File: src/rtl/fb_fill_controller.sv
// Framebuffer port-A arbiter: CPU memory-stage accesses pass straight through with priority,
// while a rectangle-fill engine writes one pixel on each cycle the CPU leaves the port free.
module fb_fill_controller #(
   parameter int H_RES        = 320,
   parameter int V_RES        = 240,
   parameter int STARVE_LIMIT = 8
) (
   input  logic        clock,
   input  logic        reset_n,
   input  logic        cpu_fb_en,
   input  logic        cpu_wen,
   input  logic [16:0] cpu_addr,
   input  logic [11:0] cpu_din,
   output logic        cpu_stall,
   input  logic        fill_start,
   input  logic [8:0]  fill_x0,
   input  logic [7:0]  fill_y0,
   input  logic [8:0]  fill_w,
   input  logic [7:0]  fill_h,
   input  logic [11:0] fill_color,
   output logic        fill_busy,
   output logic        fill_done,
   output logic        fb_wen,
   output logic [16:0] fb_addr,
   output logic [11:0] fb_din
);

   typedef enum logic [1:0] {IDLE, FILL, DONE} state_t;

   localparam int              SW      = $clog2(STARVE_LIMIT + 1);
   localparam logic [9:0]      H_RES_W = 10'(H_RES);
   localparam logic [8:0]      V_RES_W = 9'(V_RES);
   localparam logic [16:0]     H_RES_A = 17'(H_RES);
   localparam logic [SW-1:0]   STARVE_LAST = SW'(STARVE_LIMIT - 1);

   state_t        state, state_next;
   logic [8:0]    x0_q, x_cnt;
   logic [9:0]    x_end;
   logic [7:0]    y_cnt;
   logic [8:0]    y_end;
   logic [16:0]   row_base;
   logic [11:0]   color_q;
   logic [SW-1:0] starve_cnt;
   logic          force_q, force_next;
   logic          fill_done_q;

   logic          grant_fill, row_last, last_px, empty;
   logic [9:0]    x_next, x_sum;
   logic [8:0]    y_next, y_sum;

   // NOTE: every always_comb output gets a default first so no path can infer a latch.
   always_comb begin
      grant_fill = (state == FILL) && (!cpu_fb_en || force_q);
      x_next     = {1'b0, x_cnt} + 10'd1;
      y_next     = {1'b0, y_cnt} + 9'd1;
      row_last   = (x_next == x_end);
      last_px    = row_last && (y_next == y_end);
      x_sum      = {1'b0, fill_x0} + {1'b0, fill_w};
      y_sum      = {1'b0, fill_y0} + {1'b0, fill_h};
      empty      = (fill_w == 9'd0) || (fill_h == 8'd0) ||
                   ({1'b0, fill_x0} >= H_RES_W) || ({1'b0, fill_y0} >= V_RES_W);
      force_next = (state == FILL) && cpu_fb_en && !force_q && (starve_cnt == STARVE_LAST);

      state_next = state;
      case (state)
         IDLE:    if (fill_start) state_next = empty ? DONE : FILL;
         FILL:    if (grant_fill && last_px) state_next = DONE;
         DONE:    state_next = IDLE;
         default: state_next = IDLE;
      endcase

      fb_wen    = cpu_wen & cpu_fb_en;
      fb_addr   = cpu_addr;
      fb_din    = cpu_din;
      cpu_stall = cpu_fb_en && force_q && (state == FILL);
      if (grant_fill) begin
         fb_wen  = 1'b1;
         fb_addr = row_base + {8'd0, x_cnt};
         fb_din  = color_q;
      end
   end

   // NOTE: sequential state uses non-blocking assignments so every register samples pre-edge values.
   always_ff @(posedge clock) begin
      if (!reset_n) begin
         state       <= IDLE;
         starve_cnt  <= '0;
         force_q     <= 1'b0;
         fill_done_q <= 1'b0;
      end else begin
         state       <= state_next;
         force_q     <= force_next;
         fill_done_q <= (state == DONE);
         if (state != FILL || grant_fill)
            starve_cnt <= '0;
         else if (cpu_fb_en && !force_q)
            starve_cnt <= starve_cnt + SW'(1);
      end
   end

   // NOTE: the fill datapath has no reset; it is only observed in FILL and is always loaded on entry.
   always_ff @(posedge clock) begin
      if (state == IDLE && fill_start) begin
         color_q  <= fill_color;
         x0_q     <= fill_x0;
         x_cnt    <= fill_x0;
         y_cnt    <= fill_y0;
         x_end    <= (x_sum > H_RES_W) ? H_RES_W : x_sum;
         y_end    <= (y_sum > V_RES_W) ? V_RES_W : y_sum;
         row_base <= {9'd0, fill_y0} * H_RES_A;
      end else if (grant_fill) begin
         if (row_last) begin
            x_cnt    <= x0_q;
            y_cnt    <= y_cnt + 8'd1;
            row_base <= row_base + H_RES_A;
         end else begin
            x_cnt <= x_next[8:0];
         end
      end
   end

   assign fill_busy = (state != IDLE);
   assign fill_done = fill_done_q;

endmodule
File: config.mk
export PLATFORM = sky130hd
export DESIGN_NAME = fb_fill_controller
export DESIGN_NICKNAME = d
export VERILOG_FILES = /design/src/rtl/fb_fill_controller.sv
export SDC_FILE = /design/constraint.sdc
export NUM_CORES = 1
export LEC_CHECK = 0
export CORE_MARGIN = 5
export CORE_UTILIZATION = 41
export CTS_CLUSTER_SIZE = 30
export DETAILED_ROUTE_END_ITERATION = 8
export PLACE_DENSITY = 0.8
export SLEW_MARGIN = 25
export SYNTH_ARGS = -nofsm -noshare
export SYNTH_HDL_FRONTEND = slang
export SYNTH_SLANG_ARGS = --single-unit
File: constraint.sdc
create_clock -name clock -period 2.8 [get_ports clock]
set_input_delay 0.56 -clock clock [delete_from_list [all_inputs] [get_ports clock]]
set_output_delay 0.56 -clock clock [all_outputs]
set_load 0.05 [all_outputs]
==> reports/metrics.cfg, run 1 <==
[synthesis]
ys_seq_elements = 76
postSynthCellCount = 560
synth_warnings = 0
synthAdderAreaFrac_pct = 10.06
synth_edf_count = 68
synth-simple-area-share_pct = 19.77
synth_xor_area_share_pct = 10.39
synth_cell_types = 56
async_flop_share_pct = 0
synth_top_flop_cell = edfxtp_1
synth_top_family_by_area = simple AND/OR/NAND/NOR gates
ys_seq_area_share_pct = 41.77
syn_area_sq_um = 5273
syn_area_per_cell_sq_um = 9.415
muxShareOfSynthArea_pct = 2.966
synth_compound_area_share_pct = 11.75

[sta]
slew_headroom_pct = 63.69
clock.fmax_ghz = 0.3635
finalSetupViolCount = 0
worstMarginPinSlew_ns = 0.5389
holdWs_ns = 0.4325
rsz0062_at_grt = true
hold_viol = 0
period_needed_ns = 2.751
finalCritPeriodShare_pct = 98.26
maxSlewViolCount = 0
clock_skew_ns = 0.005191

[run]
drv_cap = 0

[cells_and_area]
nNetsFinal = 851
fin_cells = 908
syn_to_final_growth_pct = 48.67
drive_above_1_share_pct = 20.38
antenna_cells = 0
layout.cells.most_common_list = 114 x nand2_1, 77 x clkdlybuf4s50_1, 68 x edfxtp_1, 58 x buf_4, 35 x nor2_1
final_common_cell = nand2_1
fillCellCount = 989

[power_and_ir_drop]
p_int_w = 0.002939
clkPwrFrac_pct = 28.4
p_leak_nw = 3.264
switchingPower_w = 0.001367
ir_drop_uv = 267.6
power_density_nw_per_um2 = 549.4
combPwrFrac_pct = 36.5
p_sw_share_pct = 31.75
pwr-share-seq_pct = 35.1
report.power.total_w = 0.004306

[cts]
cts_sinks = 76
cts_hold_buf = 0
clockBufferDepth = 2
clk_pin_slew_ns = 0.06
clock_latency_ns = 0.34
cts_tree = built
numCtsBuffers = 9
root_buffer = clkbuf_16
cts_max_level = 3

[floorplanning]
die_height_um = 123.4
ios = 113
die_w_um = 123.4
die_area_sq_um = 15230
core_sq_um = 12620
initial_core_util_pct = 41.78
num_rows = 41

[setup_path]
r2r_start = x_cnt[1]$_DFFE_PP_
r2r_end = x_cnt[2]$_DFFE_PP_
startpoint = row_base[6]$_DFFE_PP_
crit_slowest_cell = edfxtp_1
end_kind = output pin
reg2reg_depth = 9
crit_chain = ha_2 > inv_1 > fa_2 > nor2b_1 > o21ai_1 > buf_4 > nor2_4 > xnor2_2 > o21ai_2 > buf_12
required_ns = 2.24
path_class = reg2out
path_max_fanout = 4
critPathCapture = fb_addr[14]
rrSetupSlack_ns = 0.15
critPathLaunchType = flip-flop
cpPeakStageDelay_ns = 0.37
cp.arrival_ns = 2.19

[placement]
io_buffers = 112
gp_congestion = 0.8888
placed_cells = 885
place_hpwl_um = 10940

[global_routing]
gr-total-overflow = 0
grt_pass1_wl_um = 22420
track_usage_pct = 18.60
grt_max_degree = 48
antenna_found_initial = 0
grt_pass1_vias = 4759

[run_status]
outcome = complete, no violations

[detailed_routing]
drt_iter0_drc = 304
wl_um = 14470
antenna_left = 0
dr.pass1.iters = 5
num_vias = 4775
route.detailed.drc = 0
vias_per_cell = 5.259
wl_per_cell_um = 15.93

[min_path]
hold_class = reg2reg

[cells by family (layout without fill, tap and decap cells)]
logic type      Yosys count  count (layout)
compound gates          101             101
xor+xnor                 61              61
fa+ha+maj                40              40
buf+inv                  39             214
flops                    76              76
mux                      15              15
other cells               1               2
simple gates            227             227
[per-layer routing]
metal	wire length [um]	share of wire, %	vias to the layer above	GRT usage, %
li1	-	-	2324	-
met1	6060	42	2250	22.51
met2	7177	50	178	33.64
met3	991	6.9	23	2.836
met4	237	1.6	0	6.228
met5	0	0	-	0
[sequential cells by signal, summed over array words and instances (netlist names)]
name	cells
y_end	9
row_base	11
x_end	10
force_q	1
x_cnt	9
y_cnt	8
fill_done	1
starve_cnt	4
x0_q	9
state	2
color_q	12
[synthesized netlist by cell type, drive strengths merged (8+ instances only)]
master	instances	area share, %
a21oi	22	2.1
and3	9	1.2
clkbuf	11	0.78
dfxtp	8	3.0
edfxtp	68	39
ha	36	8.5
inv	25	1.8
mux2i	13	2.5
nand2	115	8.2
nand3	11	1.0
nor2	38	2.7
nor2b	14	1.7
nor3	12	1.1
o21a	10	1.4
o21ai	39	3.7
xnor2	31	5.1
xor2	29	4.8
[power groups by stage]
| stage | clock [W] | combinational, W | sequential [W] |
|---|---|---|---|
| after floorplan | 0 | 0.000842 | 0.00152 |
| after global routing | 0.00129 | 0.00170 | 0.00152 |
| after global placement | 0 | 0.00141 | 0.00152 |
| after CTS | 0.00123 | 0.00149 | 0.00150 |
| final | 0.00122 | 0.00157 | 0.00151 |
| after detailed placement | 0 | 0.00146 | 0.00153 |
[through the flow]
step           setup TNS [ns]  utilization (%)  setup WS (ns)  instance area (sq um)
2_1_floorplan        -0.01214                -       -0.01214                   5276
5_1_grt               -0.2076            62.12       -0.03044                   7839
3_3_place_gp           -4.218            57.66        -0.4046                   7277
4_1_cts                     0            60.46      0.0002602                   7630
3_5_place_dp           -5.781            57.66        -0.4692                   7277
6_report                    0            62.12        0.04864                   7839
[layout make-up]
| type | instances | area [sq um] | share of cell area, % |
|---|---|---|---|
| multi-input combinational | 446 | 3084 | 39.35 |
| sequential | 76 | 2202 | 28.09 |
| timing repair buffer | 173 | 1924 | 24.55 |
| clock buffer | 14 | 307.8 | 3.927 |
| tap | 172 | 215.2 | 2.745 |
| inverter | 25 | 93.84 | 1.197 |
| clock inverter | 2 | 11.26 | 0.1437 |
[how the worst min path moves through the flow]
stage          cells past startpoint                  start              endpoint
6_report                           1  state[0]$_SDFFE_PN0P_  fill_done$_SDFF_PN0_
5_1_grt                            1  state[0]$_SDFFE_PN0P_  fill_done$_SDFF_PN0_
4_1_cts                            1  state[0]$_SDFFE_PN0P_  fill_done$_SDFF_PN0_
3_5_place_dp                       1  state[0]$_SDFFE_PN0P_  fill_done$_SDFF_PN0_
3_3_place_gp                       1  state[0]$_SDFFE_PN0P_  fill_done$_SDFF_PN0_
2_1_floorplan                      1  state[0]$_SDFFE_PN0P_  fill_done$_SDFF_PN0_
[critical path, delay by kind of cell (launching register included)]
family | cells | cell delay, ns
compound gates | 2 | 0.25
fa+ha+maj | 2 | 0.53
buf+inv | 3 | 0.38
xor+xnor | 1 | 0.09
flops | 1 | 0.37
simple gates | 2 | 0.23
[timing repair]
item                                    in CTS  in global routing
buffers inserted                             1                  6
endpoints found under the setup margin      17                 47
gates cloned                                 0                  0
pin swaps                                    3                 15
resized for setup                            9                 41
No activity file was read; power rests on OpenSTA's default activity.
==> inputs of run 2 (changes only) <==
- CTS_CLUSTER_DIAMETER: unset -> 60
- REMOVE_ABC_BUFFERS: unset -> 1
- TNS_END_PERCENT: unset -> 100
==> reports/metrics.cfg, run 2 (synthesis results as in run 1) <==
[placement]
placed_cells = 892
gp_congestion = 0.8750
io_buffers = 112
place_hpwl_um = 10600

[cells_and_area]
fin_cells = 912
syn_to_final_growth_pct = 47.86
fillCellCount = 1008
final_common_cell = nand2_1
drive_above_1_share_pct = 19.59
layout.cells.most_common_list = 115 x nand2_1, 76 x clkdlybuf4s50_1, 68 x edfxtp_1, 63 x buf_4, 35 x nor2_1
regMostFlops = color_q
top_regs = color_q (12), row_base (11), x_end (10)
nNetsFinal = 855
largest_reg_flops = 12
final_core_util_pct = 61.78
antenna_cells = 0

[floorplanning]
ios = 113
die_area_sq_um = 15230
die_w_um = 123.4
initial_core_util_pct = 41.78
die_height_um = 123.4
num_rows = 41
core_sq_um = 12620

[cts]
cts_max_level = 3
cts_tree = built
root_buffer = clkbuf_16
clk_pin_slew_ns = 0.06
cts_hold_buf = 0
clockBufferDepth = 2
cts_sinks = 76
numCtsBuffers = 9
clock_latency_ns = 0.34

[detailed_routing]
drt_iter0_drc = 265
wl_um = 13770
route.detailed.drc = 0
antenna_left = 0
vias_per_cell = 5.138
num_vias = 4686
dr.pass1.iters = 5
wl_per_cell_um = 15.09

[sta]
rsz0062_at_grt = true
finalCritPeriodShare_pct = 97.71
period_needed_ns = 2.736
hold_viol = 0
slew_headroom_pct = 60.65
clock.fmax_ghz = 0.3655
clock_skew_ns = 0.008059
worstMarginPinSlew_ns = 0.5841
tns_ns = 0
finalSetupViolCount = 0
maxSlewViolCount = 0

[global_routing]
antenna_found_initial = 0
track_usage_pct = 17.94
grt_pass1_wl_um = 21800
grt_pass1_vias = 4675
grt_max_degree = 49
gr-total-overflow = 0

[power_and_ir_drop]
pwr-share-seq_pct = 35.5
switchingPower_w = 0.001312
p_int_w = 0.002928
clkPwrFrac_pct = 28.7
p_sw_share_pct = 30.94
power_density_nw_per_um2 = 543.8
ir_drop_uv = 353.8
combPwrFrac_pct = 35.8
p_leak_nw = 3.269

[run]
drv_cap = 0

[setup_path]
path_class = reg2out
cp.arrival_ns = 2.18
end_kind = output pin
path_max_fanout = 4
crit_slowest_cell = edfxtp_1
startpoint = x_cnt[6]$_DFFE_PP_
rrSetupSlack_ns = 0.08
critPathLaunchType = flip-flop
cpPeakStageDelay_ns = 0.36
required_ns = 2.24
crit_chain = ha_2 > inv_1 > fa_2 > nor2b_1 > o21ai_1 > buf_4 > nor2_2 > xnor2_1 > o21ai_2 > buf_12
r2r_start = x_cnt[1]$_DFFE_PP_

[run_status]
outcome = complete, no violations

[min_path]
min_from = starve_cnt[3]$_SDFFE_PP0P_
hold_class = reg2reg

==> run 2: final cells by class <==
cell class	instances	area, sq um	share of cell area, %
Clock inverter	5	76.32	0.9790
Sequential cell	76	2202	28.25
Inverter	25	93.84	1.204
Multi-Input combinational cell	446	3019	38.73
Tap cell	172	215.2	2.760
Timing Repair Buffer	177	1957	25.10
Clock buffer	11	232.7	2.985
==> run 2: layer usage <==
metal  track usage [%]  routed length, um  vias to the layer above
met5                 0                  0                        -
met3             2.562                716                       22
met2             31.87               7015                      143
li1                  -                  -                     2329
met1             21.68               5726                     2192
met4             7.543                306                        0
==> run 2: timing repair <==
item	in CTS	in global routing
pin swaps	3	12
buffers inserted	1	3
endpoints found under the setup margin	16	28
resized for setup	13	30
==> run 2: worst max-delay path: cells and delay by family, from the launching register on <==
kind / cells / cell delay (ns)
buf+inv: 3 / 0.37
fa+ha+maj: 2 / 0.54
compound gates: 2 / 0.25
flops: 1 / 0.36
xor+xnor: 1 / 0.08
simple gates: 2 / 0.22
==> run 2: per-stage QoR <==
step / setup slack, ns / hold WS [ns] / instance area [sq um] / power [W]
6_report: 0.06405 / 0.4365 / 7796 / 0.004240
3_5_place_dp: -0.5248 / 0.4317 / 7330 / 0.002979
4_1_cts: 0.001759 / 0.4369 / 7661 / 0.004213
5_1_grt: -0.07388 / 0.4606 / 7796 / 0.004449
3_3_place_gp: -0.4089 / 0.4157 / 7330 / 0.002921
2_1_floorplan: -0.3721 / 0.4037 / 5200 / 0.002340
==> run 2: final timing paths <==
kind | cells after the start | end
max reg2reg | 9 | x_cnt[2]$_DFFE_PP_
max | 10 | fb_addr[14]
min reg2reg | 1 | force_q$_SDFF_PN0_
min | 1 | force_q$_SDFF_PN0_
==> run 2: power by group through the flow <==
stage	logic (W)	clock network [W]	registers, W
6_report	0.00152	0.00121	0.00151
5_1_grt	0.00165	0.00128	0.00152
4_1_cts	0.00147	0.00123	0.00151
3_5_place_dp	0.00145	0	0.00153
3_3_place_gp	0.00140	0	0.00152
2_1_floorplan	0.000822	0	0.00152
==> inputs of run 3 (changes only) <==
- CTS_CLUSTER_SIZE: 30 -> 16
==> results of run 3 <==
No change in the layout: final DEF, timing and power equal those of run 2.
==> variant (settings of run 2) <==
Reset style: asynchronous (`reset_n`), changed in one clocked block.
--- a/src/rtl/fb_fill_controller.sv
+++ b/src/rtl/fb_fill_controller.sv
@@ -81,7 +81,7 @@
    end
 
    // NOTE: sequential state uses non-blocking assignments so every register samples pre-edge values.
-   always_ff @(posedge clock) begin
+   always_ff @(posedge clock or negedge reset_n) begin
       if (!reset_n) begin
          state       <= IDLE;
          starve_cnt  <= '0;
Check against the original RTL: differs if reset_n is asserted again (counterexample within 4 cycles, from zero or initial values and one cycle with reset_n low); with reset_n held inactive, the same outputs for 4 cycles.
==> variant against run 2 <==
Highest routed layer unchanged. Wire length grew 0.54%. Setup slack got worse by 0.031 ns. Critical path type is now flop to flop. Power decreased by 7.3%. Non-clock buffer count rose by 18. Worst hold slack gained 0.011 ns. Synthesized area grew 0.78%. Sequential power shrank 9%. Final area rose by 3.4%. Sequential cell count unchanged. Critical endpoint is now x_cnt[8].
==> variant: results (changes against run 2) <==
Worst path slowest cell = or4_4
Crit Path Max Fanout = 5 (+1)
clock slew at reported path FFs = 0.06 ns (about the same)
Post-route DRC = 0 (unchanged)
critical path class = flop to flop
commonest cells in the netlist = nand2_1, edfxtp_1, o21ai_0
adder-cell share of the synthesized area = 0.0998 (-0.000782)
clk_lat worst skew = 0.32 ns (-0.02 ns)
drt first pass iters = 5 (unchanged)
status = finished clean
Avg WL per Cell = 14.8 µm (-1.7%)
pin count of the biggest net entering global routing = 46 (-6.1%)
1st-iter DRT viols = 341 (+29%)
initial antenna violation count = 0 (unchanged)
clock buffers created by TritonCTS = 9 (unchanged)
mux share of post-synthesis cell area = 0.0188 (-0.0108)
Final Wtd Congestion = 0.880 (+0.56%)
biggest regs = color_q (12), row_base (11), x_end (10)
sequential fraction of the synthesis area = 0.422 (+0.00429)
Bufs on Longest Clock Path = 2 (unchanged)
placed cells = 906 (+1.6%)
Nets = 877 (+2.6%)
layout cells sized above 1 = 0.235 (+0.0393)
H-tree depth = 3 (unchanged)
buffers added on ports = 112 (unchanged)
final WL = 13.8 mm (+0.54%)
reg-to-reg critical path endpoint = x_cnt[8]
Synth Flop Type = edfxtp_1
post-synthesis compound-gate area fraction = 0.129 (+0.0118)
Placed Area = 7450 µm² (+1.6%)
Detail Placement HPWL = 10.7 mm (+0.56%)
leakage power = 3.34 nW (+2.1%)
cells after synthesis = 566 (+1.1%)
Setup WS pre-CTS = -0.550 ns (-0.0250 ns)
Max rail drop VDD = 0.349 mV (-1.2%)
slowest stage delay, CP = 0.59 ns (+0.23 ns)
CP Launch Point = x_cnt[0]
Hold Path Class = flop to flop
Root Driver = clkbuf_16
ys async rst share = 0.105 (+0.105)
Post-synth EDFFs = 68 (unchanged)
Unique masters post-synth = 56 (unchanged)
ranking of synthesized cells by area = edfxtp_1, ha_1, nand2_1, xor2_1, xnor2_1
Ant. Diodes = 0 (unchanged)
Slew HR = 0.640 (+0.0337)
first-pass GRT wire length = 21.9 mm (+0.25%)
vias after detailed routing = 4791 (+2.2%)
Max Clock Skew = 0.00642 ns (-0.00164 ns)
# setup viols final = 0 (unchanged)
internal reg-to-reg setup slack = 0.03 ns (-0.05 ns)
Tot GR Track Use = 0.177 (-0.00200)
min cycle time layout = 2.77 ns (+0.0313 ns)
Largest delay share family, worst path = simple AND/OR/NAND/NOR gates
number of global-route vias before repair = 4854 (+3.8%)
FF-to-FF path depth = 8 (-1)
Worst EP arrival = 2.84 ns (+0.66 ns)
Post-Synth XOR/XNOR Area = 0.104 (about the same)
==> variant: layer usage <==
metal | vias up | GRT usage | wire [µm]
met1 | 2243 | 0.208 | 5640
met4 | 0 | 0.0505 | 259
met3 | 19 | 0.0295 | 663
li1 | 2397 | - | -
met2 | 132 | 0.331 | 7280
met5 | - | 0 | 0
==> variant: final cells by class <==
class / instances / area (µm²)
flip-flops and latches: 76 / 2240
clock buffers: 9 / 225
multi-input cells: 452 / 3140
clock inverters: 6 / 56.3
inverters: 23 / 86.3
well taps: 172 / 215
repair buffers: 195 / 2090
fillers: 967 / 4610
==> variant: cell families after synthesis <==
logic type | count (synthesis)
simple gates | 223
compound gates | 114
flops | 76
xor+xnor | 63
fa+ha+maj | 40
buf+inv | 39
mux | 10
other cells | 1
==> variant: where the power goes <==
group          total (mW)  internal, mW  leakage [nW]  switching, mW
clock network        1.09         0.676         0.140          0.409
logic                1.48         0.734          2.47          0.743
registers            1.37          1.32         0.724         0.0520
==> variant: timing repair <==
action	in CTS	in global routing
resized for setup	29	42
pin swaps	7	15
buffers inserted	1	10
setup endpoints to repair	21	52
cloned	0	1
==> variant: how the worst min path moves through the flow <==
stage	startpoint	endpoint	slack (ns)	cells past startpoint
2_1_floorplan	reset_n	fill_done	0.26	0
3_3_place_gp	starve_cnt[3]	force_q	0.44	1
5_1_grt	starve_cnt[3]	force_q	0.47	1
3_5_place_dp	starve_cnt[3]	force_q	0.45	1
6_report	starve_cnt[3]	force_q	0.45	1
4_1_cts	starve_cnt[3]	force_q	0.45	1
